[src/rtl/rf_inj_pkg.sv]
// Shared types and saturating helpers for the regfile score injector.
// The top module's build option INJ_STARVE_STALL_EN does not change anything in this package.
package rf_inj_pkg;

  typedef enum logic {
    IDLE   = 1'b0,
    SETTLE = 1'b1
  } inj_state_t;

  localparam int SCORE_REG_DEFAULT = 30;
  localparam int PEND_W_DEFAULT    = 16;

  // Saturate a wide signed value into the range of a 'width'-bit two's complement number.
  function automatic logic signed [63:0] sat_signed(input logic signed [63:0] value,
                                                    input int width);
    logic signed [63:0] hi;
    logic signed [63:0] lo;
    hi = (64'sd1 <<< (width - 1)) - 64'sd1;
    lo = -(64'sd1 <<< (width - 1));
    if (value > hi) return hi;
    if (value < lo) return lo;
    return value;
  endfunction

  function automatic logic [63:0] clamp_unsigned(input logic signed [63:0] value,
                                                 input int width);
    logic signed [63:0] hi;
    hi = (64'sd1 <<< width) - 64'sd1;
    if (value < 64'sd0) return '0;
    if (value > hi) return hi;
    return value;
  endfunction

endpackage

[src/rtl/rf_score_injector_lane_delta_counter.sv]
// Net score change for one cycle of lane events: hits minus misses,
// where a lane reporting both in the same cycle cancels to zero.
module lane_delta_counter #(
  parameter int NUM_LANES = 5,
  parameter int DELTA_W   = $clog2(NUM_LANES + 1) + 1
) (
  input  logic [NUM_LANES-1:0]      hit,
  input  logic [NUM_LANES-1:0]      miss,
  output logic signed [DELTA_W-1:0] delta
);

  logic [NUM_LANES-1:0] eff_hit;
  logic [NUM_LANES-1:0] eff_miss;
  logic [DELTA_W-1:0]   n_hit;
  logic [DELTA_W-1:0]   n_miss;

  assign eff_hit  = hit & ~miss;
  assign eff_miss = miss & ~hit;

  always_comb begin
    n_hit  = '0;
    n_miss = '0;
    for (int i = 0; i < NUM_LANES; i++) begin
      n_hit  = n_hit + DELTA_W'(eff_hit[i]);
      n_miss = n_miss + DELTA_W'(eff_miss[i]);
    end
    delta = $signed(n_hit - n_miss);
  end

endmodule

[src/rtl/rf_score_injector.sv]
// Muxes mole-lane score updates into the regfile write port during CPU write-idle cycles.
// Define INJ_STARVE_STALL_EN to force a CPU stall after STARVE_LIMIT blocked cycles.
module rf_score_injector
  import rf_inj_pkg::*;
#(
  parameter int NUM_LANES    = 5,
  parameter int DATA_W       = 32,
  parameter int SCORE_REG    = SCORE_REG_DEFAULT,
  parameter int WIN_SCORE    = 12,
  parameter int PEND_W       = PEND_W_DEFAULT,
  parameter int STARVE_LIMIT = 8
) (
  input  logic                     clk,
  input  logic                     reset,
  input  logic                     cpu_we,
  input  logic [4:0]               cpu_rd,
  input  logic [DATA_W-1:0]        cpu_wdata,
  input  logic [DATA_W-1:0]        score_cur,
  input  logic [NUM_LANES-1:0]     hit,
  input  logic [NUM_LANES-1:0]     miss,
  input  logic                     clear,
  output logic                     rf_we,
  output logic [4:0]               rf_rd,
  output logic [DATA_W-1:0]        rf_wdata,
  output logic                     cpu_stall,
  output logic signed [PEND_W-1:0] pending,
  output logic                     busy,
  output logic                     win
);

  localparam int DELTA_W = $clog2(NUM_LANES + 1) + 1;

  if (PEND_W < 2 || STARVE_LIMIT < 1) begin : g_bad_params
    $error("rf_score_injector: PEND_W must be >= 2 and STARVE_LIMIT >= 1");
  end

  inj_state_t                state;
  inj_state_t                state_next;
  logic signed [DELTA_W-1:0] lane_delta;
  logic signed [DELTA_W-1:0] event_delta;
  logic signed [63:0]        pend_base;
  logic signed [PEND_W-1:0]  pending_next;
  logic [DATA_W-1:0]         inject_value;
  logic                      grant;
  logic                      zero_drop;
  logic                      inject;
  logic                      stall_active;

  lane_delta_counter #(
    .NUM_LANES(NUM_LANES),
    .DELTA_W  (DELTA_W)
  ) u_lane_delta (
    .hit  (hit),
    .miss (miss),
    .delta(lane_delta)
  );

  assign event_delta = win ? '0 : lane_delta;
  assign grant       = (state == IDLE) && (pending != '0) && (!cpu_we || stall_active);
  // A negative delta against a zero score cannot lower it further, so it is simply discarded.
  assign zero_drop   = grant && pending[PEND_W-1] && (score_cur == '0);
  assign inject      = grant && !zero_drop;
  assign busy        = (pending != '0) || (state != IDLE);

  always_comb begin
    pend_base    = grant ? 64'sd0 : 64'(pending);
    pending_next = PEND_W'(sat_signed(pend_base + 64'(event_delta), PEND_W));
    inject_value = DATA_W'(clamp_unsigned(64'($signed({1'b0, score_cur})) + 64'(pending),
                                          DATA_W));
  end

  always_ff @(posedge clk) begin
    if (reset || clear) pending <= '0;
    else                pending <= pending_next;
  end

  always_ff @(posedge clk) begin
    if (reset || clear)                        win <= 1'b0;
    else if (score_cur >= DATA_W'(WIN_SCORE))  win <= 1'b1;
  end

  always_ff @(posedge clk) begin
    if (reset || clear) state <= IDLE;
    else                state <= state_next;
  end

  // SETTLE gives the injected write one cycle to land before score_cur is trusted again.
  always_comb begin
    state_next = state;
    case (state)
      IDLE:    if (inject) state_next = SETTLE;
      SETTLE:  state_next = IDLE;
      default: state_next = IDLE;
    endcase
  end

  always_comb begin
    rf_we     = cpu_we;
    rf_rd     = cpu_rd;
    rf_wdata  = cpu_wdata;
    cpu_stall = 1'b0;
    if (inject) begin
      rf_we     = 1'b1;
      rf_rd     = 5'(SCORE_REG);
      rf_wdata  = inject_value;
      cpu_stall = stall_active;
    end
  end

`ifdef INJ_STARVE_STALL_EN
  localparam int CNT_W = $clog2(STARVE_LIMIT + 1);

  logic [CNT_W-1:0] starve_count;
  logic             starve_inc;

  assign starve_inc = (state == IDLE) && (pending != '0) && cpu_we && !grant;

  // stall_active rises on the edge where the count reaches the limit, so the next cycle is granted.
  always_ff @(posedge clk) begin
    if (reset || clear) begin
      starve_count <= '0;
      stall_active <= 1'b0;
    end else if (grant) begin
      starve_count <= '0;
      stall_active <= 1'b0;
    end else if (starve_inc && (starve_count < CNT_W'(STARVE_LIMIT))) begin
      starve_count <= starve_count + CNT_W'(1);
      if (starve_count == CNT_W'(STARVE_LIMIT - 1)) stall_active <= 1'b1;
    end
  end
`else
  assign stall_active = 1'b0;
`endif

endmodule

[config.mk]
export PLATFORM = sky130hd
export DESIGN_NAME = rf_score_injector
export DESIGN_NICKNAME = d
export VERILOG_FILES = /design/src/rtl/rf_inj_pkg.sv /design/src/rtl/rf_score_injector_lane_delta_counter.sv /design/src/rtl/rf_score_injector.sv
export SDC_FILE = /design/constraint.sdc
export NUM_CORES = 1
export LEC_CHECK = 0
export CORE_MARGIN = 1.5
export CORE_UTILIZATION = 45
export DETAILED_ROUTE_END_ITERATION = 12
export GPL_TIMING_DRIVEN = 0
export PLACE_DENSITY = 0.85
export SLEW_MARGIN = 20
export SYNTH_ARGS = -nofsm -noshare
export SYNTH_HDL_FRONTEND = slang
export SYNTH_SLANG_ARGS = --single-unit
[constraint.sdc]
create_clock -name clk -period 9.98 [get_ports clk]
set_clock_uncertainty 0.1 [all_clocks]
set_input_delay 0.998 -clock clk [delete_from_list [all_inputs] [get_ports clk]]
set_output_delay 0.998 -clock clk [all_outputs]
set_load 0.02 [all_outputs]
### Word level (Yosys, flattened, before mapping)

Index checks and enable logic that the tools add are counted.
W data, S select, Z words.

| operators by class | value |
|---|---|
| $add $sub $neg | 11 |
| magnitude comparators | 5 |
| muxes and demuxes | 21 |
| bitwise gates (word level) | 5 |
| reductions and logical operators | 11 |

Operators by type and width:

| cell | count |
|---|---|
| $mux W32 | 5 |
| $add A64 B4 Y64 | 1 |
| $gt A64 B16 Y1 const B | 1 |
| $lt A64 B16 Y1 const B | 1 |
| $mux W16 | 4 |
| $mux W64 | 1 |
| $add A33 B16 Y34 | 1 |
| $gt A34 B33 Y1 const B | 1 |
| $lt A34 B1 Y1 const B | 1 |
| $ge A32 B4 Y1 const B | 1 |
| $logic_not A32 Y1 | 1 |
| $add A4 B1 Y4 | 6 |
| $reduce_bool A16 Y1 | 1 |
| $and A5 B5 Y5 | 2 |
| $not A5 Y5 | 2 |
| $mux W1 | 8 |
| $logic_and A1 B1 Y1 | 5 |
| $mux W5 | 1 |
| $add A1 B1 Y2 | 2 |
| $mux W4 | 1 |
| $sub A4 B4 Y4 | 1 |
| $logic_not A1 Y1 | 2 |
| $logic_or A1 B1 Y1 | 2 |
| $pmux W1 S2 | 1 |
| $not A1 Y1 | 1 |

| storage, ports and cells | value |
|---|---|
| register bits | 18 |
| input bits | 83 |
| output and inout bits | 57 |
| word-level logic and storage cells | 56 |

### Longest topological paths before layout

| depth | value |
|---|---|
| depth in word-level cells | 14 |
| depth in mapped cells | 33 |
| mapped depth without buffers | 30 |

### Hierarchy

From an unflattened synthesis, not the netlist that was laid out.

| unflattened totals | value |
|---|---|
| cells, all modules | 581 |
| area, all modules | 4,799.6 µm² |

By module, submodules not included:

| module | instances | cells an instance | area an instance (µm²) | seq. area each (µm²) |
|---|---|---|---|---|
| rf_score_injector | 1 | 550 | 4,520.6 | 360.3 |
| lane_delta_counter | 1 | 31 | 279.0 | 0.0 |

### Worst setup path after synthesis

OpenSTA, ideal clock, no wires.

| timing | value |
|---|---|
| kind | input -> register |
| from | input port miss[0] |
| to | register pending[7] |
| setup time | 58 ps |
| data arrival time | 9,175 ps |
| data required time | 9,822 ps |
| setup slack | 647 ps |
| stages | 31 |
| cells stage by stage | nor2b_1 ha_1 fa_1 inv_1 fa_1 fa_1 ha_1 a21o_1 a211oi_1 ha_1 buf_2 nand3_2 nor2_1 a221oi_1 nand3_1 a41o_1 or2_2 clkbuf_1 inv_1 fa_1 inv_1 fa_1 inv_1 nand4_1 nor4_1 nand4_1 nor4_1 o21ai_0 a31oi_4 buf_6 a21o_1 |

| on the way | value |
|---|---|
| longest elaborated chain between the ends | 14 |

Ends and longest elaborated chain:

| item | RTL line | source |
|---|---|---|
| from (decl) | rf_score_injector.sv:20 | `input logic [NUM_LANES-1:0] miss,` |
| $not A5 Y5 | rf_score_injector_lane_delta_counter.sv:17 | `assign eff_hit = hit & ~miss;` |
| $and A5 B5 Y5 | rf_score_injector_lane_delta_counter.sv:17 |  |
| $add A1 B1 Y2 | rf_score_injector_lane_delta_counter.sv:24 | `n_hit = n_hit + DELTA_W'(eff_hit[i]);` |
| $add A4 B1 Y4 (3 in series) | rf_score_injector_lane_delta_counter.sv:24 |  |
| $sub A4 B4 Y4 (*) | rf_score_injector_lane_delta_counter.sv:27 | `delta = $signed(n_hit - n_miss);` |
| $mux W4 (*) | rf_score_injector.sv:58 | `assign event_delta = win ? '0 : lane_delta;` |
| $add A64 B4 Y64 (*) | rf_score_injector.sv:67 | `pending_next = PEND_W'(sat_signed(pend_base + 64'(event_delta), PEND_W));` |
| $lt A64 B16 Y1 | rf_inj_pkg.sv:21 | `if (value < lo) return lo;` |
| $mux W1 (2 in series) | rf_inj_pkg.sv:21 |  |
| $mux W16 | rf_inj_pkg.sv:22 | `return value;` |
| $mux W16 (*) | rf_inj_pkg.sv:21 |  |
| to (signal assigned) | rf_score_injector.sv:74 | `else pending <= pending_next;` |
| to (decl) | rf_score_injector.sv:26 | `output logic signed [PEND_W-1:0] pending,` |

Every way passes the cells marked *; elsewhere a longest branch is shown, timed or not. The select of a mux whose other input is x is not followed.
A chain may end at the register's enable or synchronous reset.

### Worst setup path after layout

| timing | value |
|---|---|
| from | input port miss[0] |
| to | register pending[8] |

The elaborated chain is that of the path after synthesis.

==> reports/results.md <==
| Parameter | Value | Unit |
|:---|:---|:---|
| Result of the run | finished, final reports clean | - |
| Power per unit of standard cell area | 198 | nW/um^2 |
| Drc violations | 0 | - |
| Peak supply drop | 102 | uV |
| Pin slew with the least headroom to its limit | 1.00 | ns |
| Dominant cell type by count on the critical path | sky130_fd_sc_hd__fa_1 | - |
| DR iter-0 viols | 262 | - |
| Count of hold buffers inserted by post-cts repair | 0 | - |
| Time the final worst path needs with I/O delays and setup | 8.89 | ns |
| Number of slew-limit violations in the final report | 0 | - |
| Number of buffers inserted during clock tree synthesis | 3 | - |
| Worst-case hold slack | 0.574 | ns |
| Slew margin rel. | 0.331 | - |
| Largest fanout on the critical path | 12 | - |
| Critical path start-end classification | in2reg | - |
| Share of power burned in combinational logic | 0.853 | - |
| Number of nets in the synthesized netlist | 745 | - |
| Initial Utilization | 0.463 | - |
| Placement Cell Area | 6330 | um^2 |
| Cell area after synthesis | 4760 | um^2 |
| Share of Yosys cell area claimed by the top area cell type | 0.145 | - |
| Sum of overflow across all layers after global routing | 0 | - |
| Final-stage net count | 889 | - |
| CP required | 10.08 | ns |
| Slowest cell delay on critical path | 0.64 | ns |
| Number of diodes | 0 | - |
| Internal portion of total power | 0.000621 | W |
| Final weighted congestion of routability-driven global placement | 0.965 | - |
| H-tree depth | 1 | - |
| Fraction of the yosys area taken by sequential cells | 0.0758 | - |
| Share of layout cells above drive strength 1 | 0.0703 | - |
| Core Footprint | 10300 | um^2 |
| Net Sw Power | 0.000647 | W |
| Switching power as a share of total power | 0.510 | - |
| Detailed-route wire length per cell | 17.4 | um |
| Detailed Place HPWL | 12400 | um |
| Cell with the largest stage delay on the worst path | sky130_fd_sc_hd__a211oi_4 | - |
| Post-detailed-route via-to-cell ratio | 6.09 | - |
| TritonRoute pass-1 iters | 5 | - |
| Arrival time of the worst setup path | 8.99 | ns |
| Number of setup buffers added after CTS | 0 | - |
| Biggest area contributors in the synthesized netlist | sky130_fd_sc_hd__ha_1 14%, sky130_fd_sc_hd__fa_1 11%, sky130_fd_sc_hd__dfxtp_1 7.6% | - |
| Number of clock sinks seen by CTS | 18 | - |
| Count of flip-flops with a built-in enable after synthesis | 0 | - |
| Area growth from synthesis to layout | 34.4 | % |
| Clock slew at the register clock pins of the worst setup and hold paths | 0.07 | ns |
| Setup crit end kind | flip-flop | - |
| Vias in the first global route | 5146 | - |
| Post-cts repair resize count | 0 | - |
| Part of the power in the clock network | 0.048 | - |
| Cell area after layout | 6390 | um^2 |
| Count of buffers inserted at the top-level ports | 138 | - |
| Hold Crit Depth | 2 | - |
| Count of state elements after synthesis | 18 | - |
| Cell type contributing the most total cell area after synthesis | sky130_fd_sc_hd__ha_1 | - |
| Yosys warns | 0 | - |
| Cell chosen for the clock root | sky130_fd_sc_hd__clkbuf_8 | - |
| Most common cell in the netlist | sky130_fd_sc_hd__ha_1 | - |
| Overall power of the completed layout | 0.00127 | W |
| Die X-Extent | 106 | um |
| Dominant synthesized flop cell | sky130_fd_sc_hd__dfxtp_1 | - |
| CTS tree | yes | - |
| Max Cap Viol | 0 | - |
| Fraction of registers with async set/reset | 0 | - |
| Pin count of the biggest net entering global routing | 25 | - |
| Die span in y | 106 | um |
| Std-Cell Rows | 37 | - |
| Total Routed Length | 15000 | um |
| Worst Setup Start Kind | input port | - |
| Type of the worst min-delay path | reg2reg | - |
| Maximum clock rate | 0.113 | GHz |
| Count of vias placed by the detailed router | 5246 | - |
| Leakage | 2.76 | nW |
| Wire length of the first global-routing pass | 24100 | um |
| Count of antenna-violating nets left after detailed routing | 0 | - |
| Total track usage | 0.260 | - |
| Fraction of power consumed by sequential logic | 0.099 | - |
| Leading post-synthesis cells by instance count | 55 x sky130_fd_sc_hd__ha_1, 48 x sky130_fd_sc_hd__a21oi_1, 37 x sky130_fd_sc_hd__a21o_1 | - |
| Die area | 11200 | um^2 |
| Clock latency at the later pin of the worst-skew pair | 0.26 | ns |
| Crit path depth | 32 | - |
| Instance count of the mapped netlist | 582 | - |
| Hold violation count in the final report | 0 | - |
| Final period util | 0.890 | - |
| Number of primary I/O pins | 140 | - |
| Synthesized area divided by synthesized cell count | 8.17 | um^2 |
| Endpoints failing setup | 0 | - |
| Worst Path Buf+Inv | 8 | - |
| Family with the most delay on the worst path | adder cells | - |
| Antenna violations before repair | 0 | - |
| Number of distinct library cell variants in the gate-level netlist after synthesis | 73 | - |
| Maximum count of clock buffers along a single path | 2 | - |
| Depth of the worst register-to-register path | 26 | - |
| Unrepaired setup endpoints after global routing | false | - |
## cell families after synthesis
logic type,count (synthesis),share of synthesized area
DFF,18,0.0758
AOI/OAI and AO/OA,191,0.309
other,1,0.000789
and+or+nand+nor,193,0.229
adders and majority gates,80,0.250
muxes,1,0.00210
buffers and inverters,57,0.0581
xor gates and xnor gates,41,0.0755
## per-layer routing
metal | global-route usage | routed length [um]
met3 | 0.0254 | 1010
met2 | 0.488 | 7590
met4 | 0.0849 | 413
met5 | 0 | 0
met1 | 0.306 | 5980
## state kept, by name, indices dropped and copies added, names as in the netlist
signal and flops:
win 1, pending 16, state 1
## layout make-up
type / instances / area [um^2]
multi-input cells: 507 / 4130
fillers: 897 / 3890
repair buffers: 139 / 1400
flip-flops and latches: 18 / 360
well taps: 136 / 170
plain buffers: 24 / 153
inverters: 33 / 124
clock buffers: 4 / 55.1
## cells in the final DEF, fill, tap and decap left out, types with 5 or more instances in the layout
master                            synthesis  layout
sky130_fd_sc_hd__inv_1                   26      26
sky130_fd_sc_hd__o211ai_1                 5       5
sky130_fd_sc_hd__or2_2                    8       8
sky130_fd_sc_hd__nand2b_1                 8       8
sky130_fd_sc_hd__buf_2                    5       5
sky130_fd_sc_hd__nor2_1                  31      31
sky130_fd_sc_hd__nand4b_1                 6       6
sky130_fd_sc_hd__clkdlybuf4s50_1          0     138
sky130_fd_sc_hd__o221a_1                 31      31
sky130_fd_sc_hd__nor2b_1                 32      32
sky130_fd_sc_hd__nand4_1                 14      14
sky130_fd_sc_hd__a21oi_1                 48      48
sky130_fd_sc_hd__dfxtp_1                 18      18
sky130_fd_sc_hd__a31oi_1                  6       6
sky130_fd_sc_hd__clkbuf_1                10      10
sky130_fd_sc_hd__xnor2_1                 25      25
sky130_fd_sc_hd__nor3_1                   6       6
sky130_fd_sc_hd__inv_2                    7       7
sky130_fd_sc_hd__nor4_1                  19      19
sky130_fd_sc_hd__xor2_1                  16      16
sky130_fd_sc_hd__buf_6                    7       7
sky130_fd_sc_hd__o21ai_1                  8       8
sky130_fd_sc_hd__a21o_1                  37      37
sky130_fd_sc_hd__fa_1                    25      25
sky130_fd_sc_hd__ha_1                    55      55
sky130_fd_sc_hd__o21ai_0                 13      13
sky130_fd_sc_hd__nand2_1                 32      32
sky130_fd_sc_hd__nand3_1                 11      11
## stage by stage
stage / setup slack [ns] / util / cells / TNS, ns
global route: 0.706 / 0.622 / 861 / 0
CTS: 1.17 / 0.622 / 861 / 0
floorplan: 0.647 / - / 582 / 0
global placement: -1.07 / 0.614 / 856 / -15.31
finish: 1.09 / 0.622 / 861 / 0
detailed placement: 0.929 / 0.616 / 857 / 0
## power groups by stage
stage | clock (W) | combinational [W] | sequential (W)
2_1_floorplan | 0 | 0.000707 | 0.000133
3_3_place_gp | 0 | 0.00102 | 0.000125
3_5_place_dp | 0 | 0.00106 | 0.000126
4_1_cts | 0.0000606 | 0.00107 | 0.000124
5_1_grt | 0.0000631 | 0.00118 | 0.000126
6_report | 0.0000607 | 0.00108 | 0.000126
## worst paths after layout
check	start	to	slack, ns
hold reg to reg	win	win	0.57
setup / recovery	miss[0]	pending[8]	1.09
hold / removal	win	win	0.57
setup reg to reg	pending[15]	pending[8]	3.10
## worst reg2reg max path: cells and delay by family (launching register included)
family / cells / cell delay [ns]
AOI/OAI and AO/OA: 6 / 1.39
adders and majority gates: 3 / 0.97
buffers and inverters: 6 / 1.17
DFF: 1 / 0.98
and+or+nand+nor: 11 / 2.23
No activity file was read; power rests on OpenSTA's default activity.
